File: src/rtl/regfile_write_arbiter.sv
// rtl/regfile_write_arbiter.sv - register-file write port arbiter between WB and MDU with pending-write FIFO and RAW hazard flags
module regfile_write_arbiter #(
  parameter int DEPTH    = 2,
  parameter int MAX_WAIT = 4
) (
  input  logic        clk,
  input  logic        reset,
  input  logic        wb_valid,
  input  logic [4:0]  wb_reg,
  input  logic [31:0] wb_data,
  input  logic        mdu_valid,
  input  logic [4:0]  mdu_reg,
  input  logic [31:0] mdu_data,
  output logic        mdu_ready,
  output logic        pipe_stall,
  output logic        RegWrite,
  output logic [4:0]  WriteRegister,
  output logic [31:0] WriteData,
  input  logic [4:0]  ReadRegister1,
  input  logic [4:0]  ReadRegister2,
  output logic        hazard1,
  output logic        hazard2
);

  localparam int PTR_W = (DEPTH > 1) ? $clog2(DEPTH) : 1;
  localparam int CNT_W = $clog2(DEPTH) + 1;
  localparam int ST_W  = $clog2(MAX_WAIT + 1);

  logic [4:0]       fifo_reg  [DEPTH];
  logic [31:0]      fifo_data [DEPTH];
  logic [DEPTH-1:0] fifo_valid;
  logic [PTR_W-1:0] head;
  logic [PTR_W-1:0] tail;
  logic [CNT_W-1:0] count;
  logic [ST_W-1:0]  starve;

  logic fifo_empty;
  logic fifo_full;
  logic grant_head;
  logic grant_wb;
  logic grant_mdu;
  logic enqueue;
  logic fifo_hit1;
  logic fifo_hit2;

  assign fifo_empty = (count == '0);
  assign fifo_full  = (count == CNT_W'(DEPTH));
  assign mdu_ready  = !fifo_full;
  // Stall is derived from registered state only, so it never depends on this cycle's requests.
  assign pipe_stall = (starve == ST_W'(MAX_WAIT));

  // Fixed-priority grant: forced drain, then WB, then queued MDU, then MDU bypass.
  always_comb begin
    grant_head = !fifo_empty && (pipe_stall || !wb_valid);
    grant_wb   = !pipe_stall && wb_valid;
    grant_mdu  = !pipe_stall && !wb_valid && fifo_empty && mdu_valid;
    // r0 writes are consumed without occupying a slot.
    enqueue    = mdu_valid && mdu_ready && !grant_mdu && (mdu_reg != 5'd0);
  end

  // RAW check of both read ports against valid queued writes.
  always_comb begin
    fifo_hit1 = 1'b0;
    fifo_hit2 = 1'b0;
    for (int i = 0; i < DEPTH; i++) begin
      if (fifo_valid[i] && (fifo_reg[i] == ReadRegister1)) fifo_hit1 = 1'b1;
      if (fifo_valid[i] && (fifo_reg[i] == ReadRegister2)) fifo_hit2 = 1'b1;
    end
  end

  assign hazard1 = (ReadRegister1 != 5'd0) &&
                   (fifo_hit1 || (RegWrite && (WriteRegister == ReadRegister1)));
  assign hazard2 = (ReadRegister2 != 5'd0) &&
                   (fifo_hit2 || (RegWrite && (WriteRegister == ReadRegister2)));

  // Register the granted write onto the register-file port.
  always_ff @(posedge clk or posedge reset) begin
    if (reset) begin
      RegWrite      <= 1'b0;
      WriteRegister <= 5'd0;
      WriteData     <= 32'd0;
    end else begin
      RegWrite <= 1'b0;
      if (grant_head) begin
        // A squashed head is popped silently.
        RegWrite      <= fifo_valid[head];
        WriteRegister <= fifo_reg[head];
        WriteData     <= fifo_data[head];
      end else if (grant_wb) begin
        RegWrite      <= (wb_reg != 5'd0);
        WriteRegister <= wb_reg;
        WriteData     <= wb_data;
      end else if (grant_mdu) begin
        RegWrite      <= (mdu_reg != 5'd0);
        WriteRegister <= mdu_reg;
        WriteData     <= mdu_data;
      end
    end
  end

  // Queue payload storage; validity is tracked separately so it needs no reset.
  always_ff @(posedge clk) begin
    if (enqueue) begin
      fifo_reg[tail]  <= mdu_reg;
      fifo_data[tail] <= mdu_data;
    end
  end

  // Queue control: WAW squash, pop on head grant, push at tail.
  always_ff @(posedge clk or posedge reset) begin
    if (reset) begin
      fifo_valid <= '0;
      head       <= '0;
      tail       <= '0;
      count      <= '0;
    end else begin
      if (grant_wb && (wb_reg != 5'd0)) begin
        for (int i = 0; i < DEPTH; i++) begin
          if (fifo_reg[i] == wb_reg) fifo_valid[i] <= 1'b0;
        end
      end
      if (grant_head) begin
        fifo_valid[head] <= 1'b0;
        head             <= head + PTR_W'(1);
      end
      if (enqueue) begin
        fifo_valid[tail] <= 1'b1;
        tail             <= tail + PTR_W'(1);
      end
      if (enqueue && !grant_head) begin
        count <= count + CNT_W'(1);
      end else if (!enqueue && grant_head) begin
        count <= count - CNT_W'(1);
      end
    end
  end

  // Starvation counter: counts WB wins over a waiting queue, saturating at MAX_WAIT.
  always_ff @(posedge clk or posedge reset) begin
    if (reset) begin
      starve <= '0;
    end else if (fifo_empty || grant_head) begin
      starve <= '0;
    end else if (grant_wb && (starve != ST_W'(MAX_WAIT))) begin
      starve <= starve + ST_W'(1);
    end
  end

endmodule

File: config.mk
export PLATFORM = sky130hd
export DESIGN_NAME = regfile_write_arbiter
export DESIGN_NICKNAME = d
export VERILOG_FILES = /design/src/rtl/regfile_write_arbiter.sv
export SDC_FILE = /design/constraint.sdc
export NUM_CORES = 1
export LEC_CHECK = 0
export CAP_MARGIN = 5
export CORE_ASPECT_RATIO = 0.8
export CORE_UTILIZATION = 45
export CTS_CLUSTER_DIAMETER = 40
export DETAILED_ROUTE_END_ITERATION = 12
export GPL_ROUTABILITY_DRIVEN = 0
export HOLD_SLACK_MARGIN = 0.03
export PLACE_DENSITY = 0.73
export SLEW_MARGIN = 20
export SYNTH_ARGS = -nofsm -noshare
export SYNTH_HDL_FRONTEND = slang
export SYNTH_SLANG_ARGS = --single-unit
File: constraint.sdc
create_clock -name clk -period 6.45 [get_ports clk]
set_input_delay 1.29 -clock clk [delete_from_list [all_inputs] [get_ports clk]]
set_output_delay 1.29 -clock clk [all_outputs]
set_load 0.01 [all_outputs]
==> results of run 1 <==
==> stage by stage <==
step	power [mW]	hold slack (ns)	cell area [um2]
global route	3.42	0.497	7630
CTS	3.27	0.482	7630
finish	3.24	0.480	7630
global placement	2.27	0.455	7020
floorplan	1.85	0.443	5600
detailed placement	2.32	0.477	7050
==> power groups by stage <==
stage / combinational, mW / sequential, mW / clock (mW)
after floorplan: 0.606 / 1.24 / 0
after global placement: 1.04 / 1.24 / 0
after detailed placement: 1.07 / 1.25 / 0
after CTS: 1.08 / 1.24 / 0.943
after global routing: 1.18 / 1.27 / 0.979
final: 1.07 / 1.24 / 0.926
==> how the worst max path moves through the flow <==
stage                           from         endpoint  cells past startpoint
floorplan                 mdu_reg[3]  fifo_data[0][0]                      4
global placement    ReadRegister2[0]          hazard2                      6
detailed placement  ReadRegister2[0]          hazard2                      6
CTS                 ReadRegister2[0]          hazard2                      6
global route        ReadRegister2[0]          hazard2                      6
finish              ReadRegister2[0]          hazard2                      6
==> final cells by class <==
cell class | count | area share
Clock buffer | 24 | 0.0644
Clock inverter | 8 | 0.0123
Inverter | 6 | 0.00295
Multi-Input combinational cell | 322 | 0.272
Sequential cell | 121 | 0.445
Tap cell | 152 | 0.0249
Timing Repair Buffer | 135 | 0.178
==> critical path, cell delays in order <==
cell,delay [ns]
clkdlybuf4s50_1,0.51
xor2_1,0.19
nor4_1,0.30
a32oi_1,0.16
a21oi_1,0.16
clkdlybuf4s50_1,0.55
==> layer usage <==
| layer | vias to the layer above | part of all wire | track usage |
|---|---|---|---|
| met3 | 12 | 0.072 | 0.0782 |
| met5 | - | 0 | 0 |
| met4 | 0 | 0.0091 | 0.0897 |
| li1 | 1997 | - | - |
| met1 | 2030 | 0.44 | 0.302 |
| met2 | 150 | 0.48 | 0.377 |
==> kinds of logic after synthesis <==
family	count (synthesis)	synth area share
compound gates	90	0.112
fa+ha+maj	3	0.00670
simple gates	145	0.108
mux	38	0.0679
flops	121	0.607
buf+inv	36	0.0268
xor+xnor	46	0.0719
==> cells in the final DEF, fill, tap and decap left out, drive strengths merged <==
master / count
xor2: 30
edfxtp: 74
nor3: 2
dfrtp: 47
nor4: 7
clkinv: 4
buf: 6
o22ai: 1
and2: 3
clkinvlp: 2
mux2i: 38
nand3: 5
or4: 5
nand2: 77
a211oi: 1
inv: 6
a32oi: 2
a32o: 1
nand2b: 1
a21oi: 3
a31oi: 37
or2: 1
o211ai: 37
and3: 1
clkdlybuf4s50: 129
a21bo: 1
nor2: 43
a41oi: 1
a21boi: 1
clkbuf: 24
xnor2: 16
ha: 3
o21a: 1
bufinv: 2
o21ai: 4
==> results.md, run 1 <==
- IO Count: between 100 and 150
- Final setup violation count: 0
- Hold Path End: starve[0]
- Total number of vias: 4189
- Comb pwr share: 0.330
- Synth Cell Area: roughly 5600 um2
- Slew Limit Fails: 0
- R2r worst-path depth: 8
- Layout Skew: approximately 0.016 ns
- Hold depth: 1
- Max reg flops: 64
- CTS tree: done
- Longest Clk Path Bufs: 2
- CTS sink count: 121
- Layout cell share with drive strength beyond 1: 0.0731
- Reg2reg start: starve[0]
- Post-DRT Antenna Nets: 0
- CTS hold repair buffers: 0
- Ys Warns: 0
- Worst-skew pair later-pin latency: about 0.42 ns
- Largest net degree at the start of global routing: 77
- Core ar.: 12200 um2
- GRT Residual Overflow: 0
- Max Freq: 0.225 GHz
- Most frequent cells after synthesis: nand2_1 (77), edfxtp_1 (74), dfrtp_1 (47)
- Worst hold start: starve[0]
- Flop2flop setup slack: 3.87 ns
- # diodes: 0
- Syn_nets: 570
- Fin util: 0.628
- Crit path time final: ~4.5 ns
- Syn_area_per_cell: 11.7 um2
- Post-synth EDFFs: 74
- Switch share: 0.321
- Fin crit share: 0.690
- CP arrival: approximately 3.2 ns
- Vias in the first global route: about 4.3k
- Fillcell total: 951
- Die area: ~13000 um2
- Asr flop ratio synth: 0.388
- TNS Setup: 0 ns
- Initial Utilization: 0.460
- Register area: ~3400 um2
- WP data required: about 5.2 ns
- First-pass GRT wire length: roughly 22000 um
- Dpl cells: 736
- P_sw: 1.04 mW
- DRC violations left: 0
- Peak VDD IR: 234 uV
- Synth top area cells: edfxtp_1 (40%), dfrtp_1 (21%), mux2i_1 (6.8%)
- Cell count after synthesis: about 480
- GRT Overall Usage: 0.236
- Worst hold path type: reg -> reg
- Row count: 36
- DRT iter0 DRCs: slightly above 200
- Yosys reg bits: about 120
- Synth top area share: 0.397
- Leak: between 2 and 3 nW
- Outcome: complete, no violations
- CTS Buf Count: 17
- Synth area leader: edfxtp_1
- Post-Place Worst Slack: ~2.0 ns
- Total of max-cap violations: 0
- Fin. Hold Viols: 0
- Final worst slack: between 1.5 and 2 ns
- Root buf cell: clkbuf_16
- Sequential group share of total power: 0.384
- Die X: 127 um
- CP startpoint kind: input pin
- WL final: 14100 um
- Slew headroom: 0.349
- Post_cts resized: 0
- Drt via density: around 5.5
- Synth cell types: 36
- Crit path capture type: output port
- # Post-CTS Setup Buffers: 0
- Crit path kind: in -> out
- Register area share after synthesis: 0.607
- Reg clk slew, reported paths: about 0.050 ns
- Clock power frac: 0.286
- Final net count: 694
- # H-tree levels: 4
- Placed wire-length estimate: 9010 um
- Most common cell in the synthesized netlist: nand2_1
- Internal power: roughly 2.2 mW
- Die Ht: 102 um
- Reg2Reg Capture Point: count[1]
- Crit-path max FO: 4
- Synth Flop Type: edfxtp_1
- Unrepaired setup endpoints after global routing: false
- Multi-input logic area: about 2100 um2
- Area grow syn2layout: 36.3%
- Antenna violations before repair: 0
- DRT Pass-1 Iters: 5
- Port Buffers: 129
- PwrDens: between 400 and 500 nW/um2
- Fin cells: roughly 770
- Tightest Pin Transition: roughly 0.98 ns
- Routed WL per cell: approximately 18 um
Power figures use the tool's default switching activity.
==> run 2: changes to the inputs <==
- clock period: 6.45 -> 4.15 ns (I/O delays scaled with it)
==> results.md, run 2 (synthesis results as in run 1) <==
- Outcome: complete, no violations
- Slew Limit Fails: 0
- Max reg flops: between 60 and 70
- CP startpoint kind: input pin
- # diodes: 0
- Final Cell Area: approximately 7600 um2
- Vias in the first global route: 4230
- Commonest non-fill, non-tap cell in the layout: clkdlybuf4s50_1
- CTS tree: done
- DRT Pass-1 Iters: 4
- Fin crit share: 0.855
- TNS Setup: 0 ns
- Total of max-cap violations: 0
- # Post-CTS Setup Buffers: 0
- DRT iter0 DRCs: between 200 and 250
- Tightest Pin Transition: about 0.97 ns
- Antenna violations before repair: 0
- Largest net degree at the start of global routing: between 70 and 80
- Row count: 36
- CTS hold repair buffers: 0
- Routed WL per cell: 17.7 um
- Crit path capture type: output port
- Area grow syn2layout: 35.4%
- # H-tree levels: 4
- Die X: between 100 and 150 um
- Die area: ~13000 um2
- Drt via density: about 5.4
- IO Count: 130
- Max Freq: approximately 0.28 GHz
- Post-DRT Antenna Nets: 0
- Leak: between 2 and 3 nW
- Core ar.: roughly 12000 um2
- CTS sink count: approximately 120
- Layout Skew: between 0.01 and 0.015 ns
- Longest Clk Path Bufs: 2
- Dpl cells: 738
- Die Ht: just over 100 um
- Fin cells: about 770
- Reg clk slew, reported paths: approximately 0.05 ns
- GRT Overall Usage: 0.224
- Final net count: 696
- Initial Utilization: 0.460
- Post_cts resized: 0
- GRT Residual Overflow: 0
- First-pass GRT wire length: roughly 22000 um
- Fin. Hold Viols: 0
- Port Buffers: ~130
- CTS Buf Count: 17
- Root buf cell: clkbuf_16
- Multi-input logic area: approximately 2100 um2
- Total number of vias: 4185
- Register area: 3400 um2
- Fillcell total: roughly 940
- Most frequent cells in the layout: clkdlybuf4s50_1 (129), nand2_1 (77), edfxtp_1 (74), dfrtp_1 (46), nor2_1 (42)
- Unrepaired setup endpoints after global routing: false
- Placed Area: roughly 7000 um2
- Crit path time final: between 3 and 4 ns
- DRC violations left: 0
- Worst hold path type: reg -> reg
- Final setup violation count: 0
- CP arrival: between 2 and 3 ns
- Layout cell share with drive strength beyond 1: 0.0729
- Worst-skew pair later-pin latency: roughly 0.40 ns
- WP data required: around 3.3 ns
- Crit-path max FO: 4
- Crit path kind: in -> out
- PwrDens: roughly 650 nW/um2
- Slew headroom: 0.353
- Placed wire-length estimate: 8770 um
- Fin util: 0.623
- Peak VDD IR: between 400 and 500 uV
- WL final: between 10000 and 15000 um
run 2: cell count changes in the layout (fill, tap and decap cells not counted), sizes merged:
cell,before,now
buf,6,8
clkbuf,24,22
bufinv,2,1
clkinv,4,5
clkinvlp,2,3
run 2: area by class of cell:
cell class	count	share of cell area
clock buffers	22	0.0612
clock inverters	9	0.00990
inverters	6	0.00297
multi-input cells	322	0.274
flip-flops and latches	121	0.448
well taps	152	0.0251
repair buffers	137	0.178
run 2: layer usage:
| layer | vias up | wire [um] | part of all wire | track usage |
|---|---|---|---|---|
| met5 | - | 0 | 0 | 0 |
| met4 | 0 | 97 | 0.0071 | 0.0760 |
| met3 | 10 | 814 | 0.060 | 0.0623 |
| met2 | 129 | 6330 | 0.47 | 0.359 |
| met1 | 2036 | 6370 | 0.47 | 0.298 |
| li1 | 2010 | - | - | - |
run 2: worst max-delay path, stage by stage:
cell	delay, ns
clkdlybuf4s50_1	0.51
xor2_1	0.20
nor4_1	0.33
a32oi_1	0.16
a21oi_1	0.15
clkdlybuf4s50_1	0.55
run 2: where the power goes:
group / total (mW) / switching (mW) / internal, mW
logic: 1.61 / 0.806 / 0.803
clock network: 1.34 / 0.496 / 0.843
registers: 1.96 / 0.300 / 1.66
total: 4.91 / 1.60 / 3.31
run 2: worst paths after layout:
check	start	endpoint	slack [ns]	cells past startpoint
setup / recovery	ReadRegister1[3]	hazard1	0.60	6
hold / removal	starve[0]	starve[0]	0.47	1
setup reg to reg	starve[0]	fifo_data[1][17]	1.69	7
hold reg to reg	starve[0]	starve[0]	0.47	1
max in group asynchronous	reset	WriteData[1]	2.50	3
min in group asynchronous	reset	WriteData[19]	0.90	2
run 2: per-stage QoR:
step / power, mW / worst slack [ns] / hold WS [ns]
finish: 4.91 / 0.601 / 0.475
global route: 5.19 / 0.471 / 0.494
CTS: 4.95 / 0.623 / 0.477
detailed placement: 3.59 / 0.630 / 0.465
global placement: 3.54 / 0.736 / 0.452
floorplan: 2.87 / 1.01 / 0.443
==> run 3: changes to the inputs <==
- CTS_CLUSTER_DIAMETER: 40 -> unset
==> results of run 3 <==
The final DEF is identical to that of run 2; final timing and power are the same.
